--- config.mk ---
export PLATFORM = sky130hd
export DESIGN_NAME = qlf_pipe_alu
export DESIGN_NICKNAME = d
export VERILOG_FILES = /design/src/rtl/qlf_pipe_alu.sv
export SDC_FILE = /design/constraint.sdc
export NUM_CORES = 1
export LEC_CHECK = 0
export CAP_MARGIN = 20
export CORE_UTILIZATION = 62
export DETAILED_ROUTE_END_ITERATION = 7
export PLACE_DENSITY = 0.85
export SLEW_MARGIN = 20
export SYNTH_ARGS = -nofsm -noshare
export SYNTH_HDL_FRONTEND = slang
export SYNTH_SLANG_ARGS = --single-unit
export TNS_END_PERCENT = 5
--- constraint.sdc ---
create_clock -name clk -period 6.8 [get_ports clk]
set_input_delay 1.36 -clock clk [delete_from_list [all_inputs] [get_ports clk]]
set_output_delay 1.36 -clock clk [all_outputs]
set_load 0.02 [all_outputs]
--- src/rtl/qlf_pipe_alu.sv ---
// qlf_pipe_alu: carry-segmented pipelined adder producing A+BB+ci and A^BB with valid/ready flow control.
// Define QLF_PIPE_ALU_SAT_EN to saturate y on overflow.
module qlf_pipe_alu #(
  parameter int WIDTH     = 32,
  parameter int SEG_WIDTH = 8,
  parameter bit SIGNED    = 1'b0
) (
  input  logic             clk,
  input  logic             reset_n,
  input  logic             in_valid,
  output logic             in_ready,
  input  logic [WIDTH-1:0] a,
  input  logic [WIDTH-1:0] b,
  input  logic             ci,
  input  logic             bi,
  output logic             out_valid,
  input  logic             out_ready,
  output logic [WIDTH-1:0] y,
  output logic [WIDTH-1:0] x,
  output logic             co,
  output logic             ovf
);
  localparam int STAGES = (WIDTH + SEG_WIDTH - 1) / SEG_WIDTH;
  localparam int L = STAGES - 1;
  localparam int M = WIDTH - 1;
  logic             adv, ovf_d, ovf_q;
  logic [WIDTH-1:0] y_d;
  assign adv      = !out_valid || out_ready;
  assign in_ready = adv;
  for (genvar k = 0; k < STAGES; k++) begin : g
    localparam int LO = k * SEG_WIDTH;
    localparam int W  = (k == L) ? WIDTH - LO : SEG_WIDTH;
    logic [WIDTH-1:0] a_i, bb_i, s_i, a_d, a_q, bb_d, bb_q, s_d, s_q;
    logic             c_i, v_i, c_d, c_q, v_d, v_q;
    logic [W:0]       seg;
`ifdef QLF_PIPE_ALU_SAT_EN
    logic             bi_i, bi_q;
`endif
    if (k == 0) begin : src
      assign a_i  = a;
      assign bb_i = bi ? ~b : b;
      assign s_i  = '0;
      assign c_i  = ci;
      assign v_i  = in_valid;
`ifdef QLF_PIPE_ALU_SAT_EN
      assign bi_i = bi;
`endif
    end else begin : src
      assign a_i  = g[k-1].a_q;
      assign bb_i = g[k-1].bb_q;
      assign s_i  = g[k-1].s_q;
      assign c_i  = g[k-1].c_q;
      assign v_i  = g[k-1].v_q;
`ifdef QLF_PIPE_ALU_SAT_EN
      assign bi_i = g[k-1].bi_q;
`endif
    end
    // Full operands ride along so the final stage can form x and the MSB carry-in.
    always_comb begin
      seg = {1'b0, a_i[LO+:W]} + {1'b0, bb_i[LO+:W]} + {{W{1'b0}}, c_i};
      s_d = s_i;
      s_d[LO+:W] = seg[W-1:0];
      a_d  = a_i;
      bb_d = bb_i;
      c_d  = seg[W];
      v_d  = v_i;
    end
    always_ff @(posedge clk or negedge reset_n) begin
      if (!reset_n) begin
        a_q  <= '0;
        bb_q <= '0;
        s_q  <= '0;
        c_q  <= 1'b0;
        v_q  <= 1'b0;
`ifdef QLF_PIPE_ALU_SAT_EN
        bi_q <= 1'b0;
`endif
      end else if (adv) begin
        a_q  <= a_d;
        bb_q <= bb_d;
        s_q  <= (k == L) ? y_d : s_d;
        c_q  <= c_d;
        v_q  <= v_d;
`ifdef QLF_PIPE_ALU_SAT_EN
        bi_q <= bi_i;
`endif
      end
    end
  end
  always_comb begin
    ovf_d = SIGNED ? g[L].c_d ^ g[L].s_d[M] ^ g[L].a_i[M] ^ g[L].bb_i[M] : g[L].c_d;
    y_d   = g[L].s_d;
`ifdef QLF_PIPE_ALU_SAT_EN
    if (ovf_d)
      y_d = SIGNED ? (g[L].a_i[M] ? WIDTH'(1) << M : ~(WIDTH'(1) << M)) : {WIDTH{~g[L].bi_i}};
`endif
  end
  always_ff @(posedge clk or negedge reset_n) begin
    if (!reset_n) ovf_q <= 1'b0;
    else if (adv) ovf_q <= ovf_d;
  end
  assign out_valid = g[L].v_q;
  assign y         = g[L].s_q;
  assign x         = g[L].a_q ^ g[L].bb_q;
  assign co        = g[L].c_q;
  assign ovf       = ovf_q;
endmodule

* After elaboration in Yosys (flattened, before gate mapping)
Cells that the tools add are included.
** Operators by class
- $add $sub $neg :: 8
- Multiplexer cells :: 1
- Bitwise gates (word level) :: 2
- Reductions and logical operators :: 2
** Operators with widths (count)
- 8-bit by 8-bit adder with 9-bit output :: 4
- 9-bit by 1-bit adder with 9-bit output :: 4
- 32-bit two-way mux :: 1
- 32-bit inverter :: 1
- 32-bit bitwise XOR :: 1
- 1-bit zero test :: 1
- 1-bit logical OR :: 1
** Word-level totals
- Register bits :: 344
- Bits of input ports :: 70
- Output and inout port bits :: 68
- Word-level logic and storage cells :: 33

* Logic depth before layout (Yosys ltp)
- Depth in word-level cells :: 4
- Depth in mapped cells :: 10
- Gate-level depth less buffers :: 8

* Least setup slack after synthesis
No wires, ideal clock.
- Path type :: in2out
- From :: input out_ready
- To :: output in_ready
- Data arrival time :: 2.185 ns
- Data required time :: 5.440 ns
- Slack :: 3.255 ns
- Cell stages on the path :: 4
- Buffers on the path :: 2
- Path through :: and2b_1 > inv_1 > buf_2 > clkbuf_1
** Between the ends
- Word-level cells in the longest chain between the ends :: 1
** RTL lines
- start, declared :: RTL line 17 : input logic out_ready,
- 1-bit logical OR :: RTL line 28 : assign adv = !out_valid || out_ready;
- end, declared :: RTL line 11 : output logic in_ready,
No other way between the ends.

* Worst setup path after layout
Ends and elaborated chain as after synthesis.

==> results.cfg <==
[route]
viasPerCell = 5.096
drt_iter0_markers = 793
ant_nets = 0
route.detailed.drc = 0
via_count = 10468
wl_mm = 28.55
dr.pass1.iters = 5
wire_per_inst_um = 13.90

[place]
dp_hpwl_mm = 18.11
portBuffers = 137
place.gp.congestion = 0.8561

[timing]
rsz0062_at_grt = false
fin_skew_ns = 0.01185
period_minus_slack_ns = 4.444
max_freq_mhz = 225.0
setup_violations = 0
tightest_slew_ns = 1.213
relSlewSlack = 0.1911
hold_violations = 0
setup_tns_ns = 0
maxSlewViolCount = 0
period_share = 0.6536

[critical_path]
path_class = input port to output pin
slowest_stage = clkdlybuf4s50_1
worst_path_most_repeated_cell = clkdlybuf4s50_1
r2r_slack_ns = 3.30
path_cells = clkdlybuf4s50_1, and2b_4, inv_8, clkdlybuf4s50_1
rr_endpoint = g[1].s_q[11]$_DFFE_PN0P_
crit_path_max_fanout = 100
end_kind = output pin
cp.arrival_ns = 3.08
cp-start-kind = input port
r2r_cells = 6
worst_ep_required_time_ns = 5.44
max_stage_delay_ns = 0.70
reg2reg_from = out_valid$_DFFE_PN0P_

[floorplanning]
die_x_um = 155.0
io_pins = 138
die_h_um = 155.0
initial_core_util = 0.6370
rows = 55
fp.coreArea_um2 = 22780
die_area_um2 = 24020

[min_path]
hold_path_class = register to register
whs_path_depth = 2
hold_end = g[2].v_q$_DFFE_PN0P_
min_from = g[2].v_q$_DFFE_PN0P_

[synthesis]
netlist_instances = 1616
syn_area_um2 = 14510
yosys_most_used_dff = dfrtp_1
synth_top_cell_by_area = dfrtp_1
synth.area.top_cells = dfrtp_1 (59%), nand2_1 (23%), xor2_1 (2.9%), ha_1 (2.4%), o21ai_0 (2.0%)
synth-edff-count = 0
ys_seq_elements = 344
synthArstFlopShare = 1.000
synth_nets = 1722
synthDistinctLibCells = 30
yosysWarningCount = 0
synth_top_area_frac = 0.5933
ys_seq_area_frac = 0.5933
avgSynthCellArea_um2 = 8.978

[global_routing]
grt_pass1_vias = 10106
grt_max_degree = 274
grt-ovfl-total = 0
grt_usage = 0.2491
antenna_found_initial = 4
grt_first_pass_wirelength_mm = 48.10

[layout]
multi_input_area_um2 = 5495
fin_nets = 1823
fillers = 1617
final_cell_mix = nand2_1 (889), dfrtp_1 (344), clkdlybuf4s50_1 (135)
fin_util = 0.7512
drive_above_1_share = 0.03680
seq_area_um2 = 8608
area_growth_pct = 17.94
final_common_cell = nand2_1

[status]
status = completed

[clock_network]
clk_pin_slew_worst_paths_ns = 0.06
cts_resized = 0
cts_buffer_depth = 3
cts-buffers-inserted = 35
root_buffer = clkbuf_16
cts_sinks = 344
holdBufCountCts = 0
htree_levels = 2
postCtsSetupBuffers = 0
clk_latency_ns = 0.50
cts_tree = done

[power_and_ir_drop]
peakVddDrop_mv = 0.8429
leakage_nw = 8.725
cellPowerDensity_nw_per_um2 = 501.5

[run]
maxCapViolations = 0
## routing by layer
layer | track usage | vias to the layer above | wire length [um]
li1 | - | 5231 | -
met1 | 0.3598 | 4965 | 13310
met5 | 0 | - | 27
met4 | 0.07355 | 4 | 596
met2 | 0.3902 | 212 | 13380
met3 | 0.04513 | 56 | 1229
## flip-flops by register name, indices dropped and copies added (netlist names)
register,cells
co,1
g.a_q,128
g.bb_q,128
g.c_q,3
g.s_q,48
g.v_q,3
out_valid,1
y,32
## kinds of logic (layout without fill, tap and decap cells)
| kind of cell | count (synthesis) | count (layout) | synth area share |
|---|---|---|---|
| adder cells (fa/ha/maj) | 36 | 36 | 0.03518 |
| XOR/XNOR | 78 | 78 | 0.04708 |
| buffers and inverters | 92 | 215 | 0.02811 |
| AND/OR/NAND/NOR | 952 | 952 | 0.2500 |
| flip-flops | 344 | 344 | 0.5933 |
| AO/OA/AOI/OAI | 114 | 114 | 0.04631 |
| other | 0 | 2 | 0 |
## layout make-up
cell class / instances / area share
clock inverter: 8 / 0.003949
antenna: 2 / 0.0002925
multi-input combinational: 1180 / 0.3211
inverter: 11 / 0.002852
clock buffer: 51 / 0.06069
timing repair buffer: 145 / 0.08511
tap: 313 / 0.02289
sequential: 344 / 0.5031
## worst max-delay path: cells and delay by family
| family | cells | cell delay, ns |
|---|---|---|
| buffers and inverters | 3 | 1.49 |
| AND/OR/NAND/NOR | 1 | 0.21 |
## power by group
part | switching (W) | total [W] | internal [W]
Combinational | 0.00185 | 0.00318 | 0.00133
Sequential | 0.000589 | 0.00356 | 0.00297
Clock | 0.000744 | 0.00184 | 0.00109
## per-stage QoR
stage          hold slack, ns  cells  cell area (um^2)  power, W  setup slack, ns
2_1_floorplan          0.4300   1616             14510  0.005578            3.255
3_3_place_gp           0.4414   1993             16000  0.006588            2.045
3_5_place_dp           0.4472   1993             16000  0.006752            1.980
4_1_cts                0.4600   2052             17110  0.008634            2.326
5_1_grt                0.4746   2052             17110  0.009190            2.139
6_report               0.4593   2054             17110  0.008581            2.356
## how the worst max path moves through the flow
stage / start / endpoint / slack [ns] / cells past startpoint
CTS: out_ready / in_ready / 2.33 / 4
global placement: out_ready / g[1].s_q[11]$_DFFE_PN0P_ / 2.05 / 7
global route: out_ready / g[1].s_q[11]$_DFFE_PN0P_ / 2.14 / 7
detailed placement: out_ready / g[1].s_q[11]$_DFFE_PN0P_ / 1.98 / 7
floorplan: out_ready / in_ready / 3.25 / 4
finish: out_ready / in_ready / 2.36 / 4
## cells in the mapped netlist (5+ instances only)
| cell type | count |
|---|---|
| buf_2 | 47 |
| a21o_1 | 5 |
| inv_1 | 11 |
| o211ai_1 | 5 |
| o21ai_0 | 57 |
| a21oi_1 | 18 |
| clkbuf_1 | 31 |
| nor2_1 | 34 |
| nand2_1 | 889 |
| fa_1 | 8 |
| o21a_1 | 7 |
| xor2_1 | 48 |
| xnor2_1 | 30 |
| dfrtp_1 | 344 |
| nor3_1 | 16 |
| a211oi_1 | 8 |
| ha_1 | 28 |
Power figures use the tool's default switching activity.
